--- config.mk ---
export PLATFORM = sky130hd
export DESIGN_NAME = program_counter
export DESIGN_NICKNAME = d
export VERILOG_FILES = /design/src/rtl/pc_pkg.sv /design/src/rtl/pc_return_stack.sv /design/src/rtl/program_counter.sv
export SDC_FILE = /design/constraint.sdc
export NUM_CORES = 1
export LEC_CHECK = 0
export ABC_AREA = 1
export BUFFER_PORTS_ARGS = -buffer_cell sky130_fd_sc_hd__buf_2
export CELL_PAD_IN_SITES_DETAIL_PLACEMENT = 0
export CELL_PAD_IN_SITES_GLOBAL_PLACEMENT = 1
export CORE_UTILIZATION = 38
export DETAILED_ROUTE_END_ITERATION = 12
export PLACE_DENSITY = 0.72
export SETUP_SLACK_MARGIN = 0.3
export SLEW_MARGIN = 20
export SYNTH_ARGS = -nofsm -noshare
export SYNTH_HDL_FRONTEND = slang
export SYNTH_SLANG_ARGS = --single-unit
--- constraint.sdc ---
create_clock -name clk -period 2.35 [get_ports clk]
set_input_delay 0.3525 -clock clk [delete_from_list [all_inputs] [get_ports clk]]
set_output_delay 0.3525 -clock clk [all_outputs]
set_load 0.02 [all_outputs]
--- src/rtl/pc_pkg.sv ---
// pc_pkg: shared widths, reset vector, bench vectors and PC operation codes
package pc_pkg;
    localparam int          ADDR_W_DEF       = 16;
    localparam logic [15:0] RESET_VECTOR_DEF = 16'h0000;
    localparam logic [15:0] VEC_A            = 16'hFDA9;
    localparam logic [15:0] VEC_B            = 16'hFB53;
    localparam logic [2:0]  OP_HOLD          = 3'd0;
    localparam logic [2:0]  OP_PEND          = 3'd1;
    localparam logic [2:0]  OP_INT           = 3'd2;
    localparam logic [2:0]  OP_RET           = 3'd3;
    localparam logic [2:0]  OP_SET           = 3'd4;
    localparam logic [2:0]  OP_INC           = 3'd5;
endpackage

--- src/rtl/pc_return_stack.sv ---
// pc_return_stack: circular LIFO of return addresses; a push when full overwrites the oldest entry
module pc_return_stack
    import pc_pkg::*;
#(
    parameter int W     = ADDR_W_DEF,
    parameter int DEPTH = 4
) (
    input  logic         clk,
    input  logic         n_rst,
    input  logic         i_push,
    input  logic         i_pop,
    input  logic [W-1:0] i_data,
    output logic [W-1:0] o_data,
    output logic         o_empty,
    output logic         o_full,
    output logic         o_overflow,
    output logic         o_underflow
);
    localparam int PW = $clog2(DEPTH);

    logic [W-1:0]  mem_q [DEPTH];
    logic [W-1:0]  mem_d [DEPTH];
    logic [PW-1:0] ptr_q, ptr_d, top_idx;
    logic [PW:0]   cnt_q, cnt_d;

    assign top_idx     = ptr_q - PW'(1);
    assign o_data      = mem_q[top_idx];
    assign o_empty     = cnt_q == '0;
    assign o_full      = cnt_q == (PW+1)'(DEPTH);
    assign o_overflow  = i_push && o_full;
    assign o_underflow = i_pop && o_empty;

    // next pointer/count; the write slot wraps so the oldest entry is lost on overflow
    always_comb begin
        mem_d = mem_q;
        if (i_push) mem_d[ptr_q] = i_data;
        ptr_d = i_push ? ptr_q + PW'(1) : (i_pop && !o_empty) ? top_idx : ptr_q;
        cnt_d = (i_push && !o_full) ? cnt_q + (PW+1)'(1) : (i_pop && !o_empty) ? cnt_q - (PW+1)'(1) : cnt_q;
    end

    // storage needs no reset: the count alone says which entries are valid
    always_ff @(posedge clk) begin
        mem_q <= mem_d;
    end

    // pointer and occupancy registers
    always_ff @(posedge clk or negedge n_rst) begin
        if (!n_rst) begin
            ptr_q <= '0;
            cnt_q <= '0;
        end else begin
            ptr_q <= ptr_d;
            cnt_q <= cnt_d;
        end
    end
endmodule

--- src/rtl/program_counter.sv ---
// program_counter: PC sequencer with interrupt entry, return stack and bus drive; PC_BRANCH_TRACE_EN adds branch trace outputs
module program_counter
    import pc_pkg::*;
#(
    parameter int                ADDR_W       = ADDR_W_DEF,
    parameter logic [ADDR_W-1:0] STEP         = 1,
    parameter logic [ADDR_W-1:0] RESET_VECTOR = RESET_VECTOR_DEF,
    parameter int                RAS_DEPTH    = 4
) (
    input  logic              clk,
    input  logic              n_rst,
    input  logic [ADDR_W-1:0] i_load_addr,
    input  logic              i_set_enable,
    input  logic              i_address_enable,
    input  logic              i_lock,
    input  logic              i_interrupt,
    input  logic              i_ret,
    input  logic              i_advance,
    output logic [ADDR_W-1:0] o_addr_bus,
    output logic              o_addr_oe,
    output logic [ADDR_W-1:0] o_pc,
    output logic              o_stack_empty,
    output logic              o_stack_full,
`ifdef PC_BRANCH_TRACE_EN
    output logic [ADDR_W-1:0] o_trace_src,
    output logic [ADDR_W-1:0] o_trace_dst,
`endif
    output logic              o_fault
);
    logic [2:0]        op;
    logic [ADDR_W-1:0] pc_q, pc_d, pend_vec_q, pend_vec_d, pop_data;
    logic              pend_q, pend_d, fault_q, fault_d;
    logic              push, pop, ovf, unf, lock_int;

    assign lock_int   = i_lock && i_interrupt;
    assign o_pc       = pc_q;
    assign o_addr_oe  = i_address_enable;
    assign o_addr_bus = i_address_enable ? pc_q : '0;
    assign o_fault    = fault_q;

    // pick the single winning operation this cycle in strobe priority order
    always_comb begin
        op = i_lock ? OP_HOLD : pend_q ? OP_PEND : i_interrupt ? OP_INT :
             i_ret ? OP_RET : i_set_enable ? OP_SET : i_advance ? OP_INC : OP_HOLD;
    end

    // next PC, pending interrupt and sticky fault; the pushed value is the current PC
    always_comb begin
        push       = (op == OP_PEND) || (op == OP_INT);
        pop        = op == OP_RET;
        pc_d       = (op == OP_PEND) ? pend_vec_q :
                     (op == OP_INT || op == OP_SET) ? i_load_addr :
                     (op == OP_RET) ? (o_stack_empty ? RESET_VECTOR : pop_data) :
                     (op == OP_INC) ? pc_q + STEP : pc_q;
        pend_d     = lock_int ? 1'b1 : (op == OP_PEND) ? 1'b0 : pend_q;
        pend_vec_d = lock_int ? i_load_addr : pend_vec_q;
        fault_d    = fault_q || ovf || unf;
    end

    // PC, pending-interrupt and fault registers
    always_ff @(posedge clk or negedge n_rst) begin
        if (!n_rst) begin
            pc_q       <= RESET_VECTOR;
            pend_vec_q <= '0;
            pend_q     <= 1'b0;
            fault_q    <= 1'b0;
        end else begin
            pc_q       <= pc_d;
            pend_vec_q <= pend_vec_d;
            pend_q     <= pend_d;
            fault_q    <= fault_d;
        end
    end

    pc_return_stack #(.W(ADDR_W), .DEPTH(RAS_DEPTH)) u_ras (
        .clk        (clk),
        .n_rst      (n_rst),
        .i_push     (push),
        .i_pop      (pop),
        .i_data     (pc_q),
        .o_data     (pop_data),
        .o_empty    (o_stack_empty),
        .o_full     (o_stack_full),
        .o_overflow (ovf),
        .o_underflow(unf)
    );

`ifdef PC_BRANCH_TRACE_EN
    logic [ADDR_W-1:0] trace_src_q, trace_src_d, trace_dst_q, trace_dst_d;
    logic              jump;

    assign o_trace_src = trace_src_q;
    assign o_trace_dst = trace_dst_q;

    // capture old and new PC on every non-sequential change
    always_comb begin
        jump        = (op == OP_PEND) || (op == OP_INT) || (op == OP_RET) || (op == OP_SET);
        trace_src_d = jump ? pc_q : trace_src_q;
        trace_dst_d = jump ? pc_d : trace_dst_q;
    end

    // trace registers
    always_ff @(posedge clk or negedge n_rst) begin
        if (!n_rst) begin
            trace_src_q <= '0;
            trace_dst_q <= '0;
        end else begin
            trace_src_q <= trace_src_d;
            trace_dst_q <= trace_dst_d;
        end
    end
`endif
endmodule

**Yosys cells after proc, flatten, opt, wreduce, memory -nomap -nowiden**

Index checks and enable logic that the tools add are counted.

- Bits in registers: 103
- Latch bits: 0
- Memory bits (writable): 0
- Bits in read-only memories: 0
- Input bits: 24
- Output and inout bits: 36
- Word-level logic and storage cells: 67
- Memories kept: 0

- Add/subtract/negate cells: 5
- $mul: 0
- Divide/modulo/power cells: 0
- Magnitude comparators: 3
- Eq/ne operators: 6
- Shift-type cells: 0
- Multiplexer cells: 24
- Bitwise gates (word level): 2
- Reductions and logical operators: 17

Operators with widths:

| cell | count |
|---|---|
| 16-bit two-way mux | 9 |
| 64-bit bitwise mux | 1 |
| 16-bit binary-select mux with 2-bit select | 1 |
| 16-bit demux with 2-bit select | 1 |
| 3-bit two-way mux | 8 |
| 16-bit by 1-bit adder with 16-bit output, second input constant | 1 |
| 3-bit == test, second input constant | 3 |
| 3-bit by 2-bit == test with 1-bit output, second input constant | 2 |
| 3-bit greater-or-equal comparator, second input constant | 2 |
| 1-bit logical AND | 6 |
| 2-bit inverter with 3-bit output | 2 |
| 2-bit nonzero test | 3 |
| 1-bit logical OR | 4 |
| 2-bit two-way mux | 2 |
| 4-bit nonzero test | 1 |
| 3-bit by 1-bit adder with 3-bit output, second input constant | 1 |
| 3-bit by 1-bit == test with 1-bit output, second input constant | 1 |
| 3-bit zero test | 1 |
| 3-bit by 1-bit < comparator with 1-bit output, second input constant | 1 |
| 3-bit by 1-bit subtractor with 3-bit output, second input constant | 1 |
| 2-bit by 1-bit adder with 2-bit output, second input constant | 1 |
| 1-bit zero test | 2 |
| 1-bit two-way mux | 2 |
| 2-bit by 1-bit subtractor with 2-bit output, second input constant | 1 |

**Longest topological paths before layout**

- Word-level depth: 11
- Gate-level depth with buffers: 16
- Depth with buffers taken out: 13

**Hierarchy**

From an unflattened synthesis, not the netlist that was laid out.

- Cells, all modules: 592
- Area, all modules: 5268.8 µm²

By module, submodules not included:

| module | times used | cells an instance | area each (µm²) | seq. area each (µm²) |
|---|---|---|---|---|
| pc_return_stack | 1 | 205 | 2760.1 | 2047.0 |
| program_counter | 1 | 387 | 2508.7 | 850.8 |

**Worst setup path before layout**

Ideal clock, no wire load.

- Path type: flip-flop to flip-flop
- Start: register, netlist name u_ras.ptr_q[0]
- End: register u_ras.mem_q[16] in the netlist's numbering (enable)
- Setup time: 0.389 ns
- Arrival time: 1.711 ns
- Data required time: 1.961 ns
- Setup slack: 0.251 ns
- Stages on the path, launching flop included: 7
- Path buffers: 2
- Clock period less this slack: 2.099 ns
- Path through: dfrtp_1 > buf_2 > inv_1 > buf_2 > ha_1 > inv_1 > nor2_1

RTL lines:

| element | RTL line | source |
|---|---|---|
| end signal: assignment | pc_return_stack.sv:43 | `mem_q <= mem_d;` |
| end: declaration | pc_return_stack.sv:21 | `logic [W-1:0] mem_q [DEPTH];` |

**Final worst setup path**

- Start: register u_ras.ptr_q[1]
- End: register pc_q[3], in the netlist o_pc[3]

- Word-level cells in the longest chain between the ends: 9

RTL lines:

| element | RTL line | source |
|---|---|---|
| start: declaration | pc_return_stack.sv:23 | `logic [PW-1:0] ptr_q, ptr_d, top_idx;` |
| start signal: assignment | pc_return_stack.sv:52 | `ptr_q <= ptr_d;` |
| 2-bit by 1-bit subtractor with 2-bit output | pc_return_stack.sv:26 | `assign top_idx = ptr_q - PW'(1);` |
| 2-bit inverter with 3-bit output (implied by the code) | pc_return_stack.sv:27 | `assign o_data = mem_q[top_idx];` |
| 16-bit binary-select mux with 2-bit select | pc_return_stack.sv:27 |  |
| 16-bit two-way mux (implied by the code) (2 in series) | pc_return_stack.sv:27 |  |
| 16-bit two-way mux (2 in series) | program_counter.sv:53 | `(op == OP_RET) ? (o_stack_empty ? RESET_VECTOR : pop_data) :` |
| 16-bit two-way mux | program_counter.sv:52 | `(op == OP_INT \|\| op == OP_SET) ? i_load_addr :` |
| 16-bit two-way mux | program_counter.sv:51 | `pc_d = (op == OP_PEND) ? pend_vec_q :` |
| end signal: assignment | program_counter.sv:68 | `pc_q <= pc_d;` |
| end: declaration | program_counter.sv:31 | `logic [ADDR_W-1:0] pc_q, pc_d, pend_vec_q, pend_vec_d, pop_data;` |

Every way passes these cells. The select of a mux whose other input is x is not followed.
A chain may end at the register's enable or synchronous reset.

==> results.yml <==
run_status:
  status: "finished clean"
synthesis:
  synth-seq-cells: 103
  syn-num-nets: 636
  yosysTopAreaCellShare_pct: 37.0
  syn_inst: 606
  ys_seq_area_share_pct: 55.8
  synth-warning-count: 0
  syn_area_um2: 5200
  synthTopCellsByArea: "edfxtp_1 (37%), dfrtp_1 (19%), nand2_1 (12%)"
  synth-main-ff-cell: "edfxtp_1"
  yosysMostFrequentCell: "nand2_1"
  yosys.area.top_type: "edfxtp_1"
  ys_types: 33
  synth_edf_count: 64
  avgSynthCellArea_um2: 8.57
  async_reset_ff_share_pct: 37.9
  netlist_top_cells_count: "nand2_1 (168), inv_1 (79), edfxtp_1 (64)"
grt:
  grt_pass1_wl_mm: 20.8
  antenna_found_initial: 0
  grt_overflow: 0
  grt_usage_pct: 19.4
  grt_max_degree: 46
  grt_pass1_vias: 3886
timing:
  skew_ns: 0.00511
  rsz0062_at_grt: "no"
  fmax_ghz: 0.522
  fin_crit_sh_pct: 81.5
  hold_viol_final: 0
  tightest_slew_ns: 0.895
  worst_slack_ns: 0.436
  hold_slack_ns: 0.112
  setup_viol: 0
  fin_crit_ns: 1.91
  tns_ns: 0
  slew_viol_final: 0
  slew-limit-headroom_pct: 40.3
drt:
  wl_met2_mm: 5.79
  first_iter_violations: 323
  wl_per_cell_um: 15.1
  viasPerCell: 4.80
  met1Wirelength_mm: 6.18
  vias: 4059
  finalWirelength_mm: 12.8
  drc: 0
  drtPass1Iterations: 4
  ant_nets: 0
  met3_length_um: 604
  maxUsedRoutingLayer: "met4"
die:
  io_pins: 60
  initial_core_util_pct: 39.1
  row_count: 42
  die_width_um: 119
  dieHeight_um: 119
  dieArea_um2: 14100
  core_area_um2: 13300
final_layout:
  drive_above_1_share_pct: 17.9
  areaGrowthSynthToFinish_pct: 15.8
  nets: 695
  n_antenna_cell: 0
  postLayoutCellArea_um2: 6020
setup_path:
  start_kind: "flip-flop"
  end_kind: "flip-flop"
  crit_path_end: "o_pc[3]"
  crit_fanout: 14
  critical_path_class: "flip-flop to flip-flop"
  required_ns: 2.65
  startpoint: "u_ras.ptr_q[1]"
  cp.arrival_ns: 2.22
  r2r-end: "o_pc[3]"
  rrSetupSlack_ns: 0.44
  ff2ff_path_depth: 11
  rr_startpoint: "u_ras.ptr_q[1]"
clocking:
  clock_latency_ns: 0.36
  cts_tree: "yes"
  clock-root-buffer: "clkbuf_16"
  clockBufferDepth: 2
  cts_hold_buf: 0
  path_clk_slew_ns: 0.07
  htree_levels: 3
  clock_sinks: 103
  cts_setup_buffers: 0
  cts_buffers: 9
min_path:
  hold_class: "input port to async pin"
pwr:
  seq_power_share_pct: 41.1
  swShare_pct: 40.4
  clkPwrFrac_pct: 23.0
  p_switching_mw: 2.77
  total_power_mw: 6.86
  leakage_nw: 2.83
  combinationalPowerShare_pct: 35.9
  p_int_mw: 4.09
  p_per_area_nw_per_um2: 1140
  peakVddDrop_v: 0.000447
run:
  cap_viol_max_count: 0
placed_design:
  place_hpwl_mm: 8.58
  portBuffers: 59
  dp_slack_ns: 0.316
  gp_congestion: 0.843
  place_area_um2: 5700
[per-layer routing]
metal  GRT usage (%)  vias up
li1                -     2080
met2            29.4       91
met3            3.02       14
met5               0        -
met1            27.7     1874
met4            7.59        0
[timing repair]
| item | in CTS | in global routing |
|---|---|---|
| hold endpoints to repair | 0 | 0 |
| setup endpoints to repair | 0 | 10 |
| resized for setup | 0 | 6 |
[cell families after synthesis]
logic type	after synthesis	share of synthesized area [%]
AND/OR/NAND/NOR	267	21.0
multiplexers	6	1.30
adder cells (fa/ha/maj)	6	1.59
AO/OA/AOI/OAI	109	11.0
buffers and inverters	112	8.79
flip-flops	103	55.8
XOR/XNOR	3	0.506
[registers in the layout, indices dropped and copies added (netlist names)]
| signal | count |
|---|---|
| u_ras.ptr_q | 2 |
| o_pc | 16 |
| pend_q | 1 |
| o_fault | 1 |
| u_ras.mem_q | 64 |
| u_ras.cnt_q | 3 |
| pend_vec_q | 16 |
[power groups by stage]
stage                     clock network [mW]  registers (mW)  logic (mW)
after floorplan                            0            2.84        1.57
after global placement                     0            2.85        2.42
after global routing                    1.68            2.88        2.80
after CTS                               1.60            2.83        2.47
final                                   1.58            2.82        2.46
after detailed placement                   0            2.87        2.46
[worst max-delay path, cell delays in order, from the launching register on]
cell and delay (ns):
dfrtp_1 0.37, inv_1 0.08, ha_1 0.31, buf_4 0.21
o21ai_0 0.10, o21ai_0 0.36, nand2_1 0.10, nand3_1 0.10
o21ai_1 0.07, nand2_1 0.06, nand2_1 0.05, nand2_1 0.05
[worst min-delay path by stage]
stage	startpoint	end	slack, ns
2_1_floorplan	n_rst	o_fault	0.06
3_3_place_gp	pend_vec_q[14]	pend_vec_q[14]	0.47
3_5_place_dp	pend_vec_q[11]	pend_vec_q[11]	0.47
4_1_cts	n_rst	pend_vec_q[13]	0.15
5_1_grt	n_rst	pend_vec_q[13]	0.19
6_report	n_rst	pend_q	0.11
[layout make-up]
class                   instances  area (um2)
clock buffers                   9         225
clock inverters                 7        87.6
fillers                      1309        7280
inverters                      86         323
multi-input cells             391        1850
flip-flops and latches        103        2900
well taps                     176         220
repair buffers                 74         412
[layout by cell type, fill, tap and decap left out, types with 6 or more instances in the layout]
cell type / synthesis / final
nand2_1: 168 / 168
dfrtp_1: 39 / 37
inv_2: 7 / 8
buf_2: 14 / 59
clkbuf_16: 0 / 9
mux2_2: 6 / 6
a21oi_1: 15 / 15
o21ai_1: 28 / 28
nor2_2: 2 / 6
o21ai_0: 53 / 53
nand3_1: 32 / 32
buf_4: 5 / 14
o22ai_1: 6 / 6
edfxtp_1: 64 / 64
inv_1: 79 / 78
nor2_1: 51 / 47
[per-stage QoR]
| step | cells | utilization [%] |
|---|---|---|
| 2_1_floorplan | 606 | - |
| 3_3_place_gp | 830 | 42.8 |
| 3_5_place_dp | 830 | 42.8 |
| 4_1_cts | 846 | 45.2 |
| 5_1_grt | 846 | 45.3 |
| 6_report | 846 | 45.3 |
(Power assumes the default switching activity.)
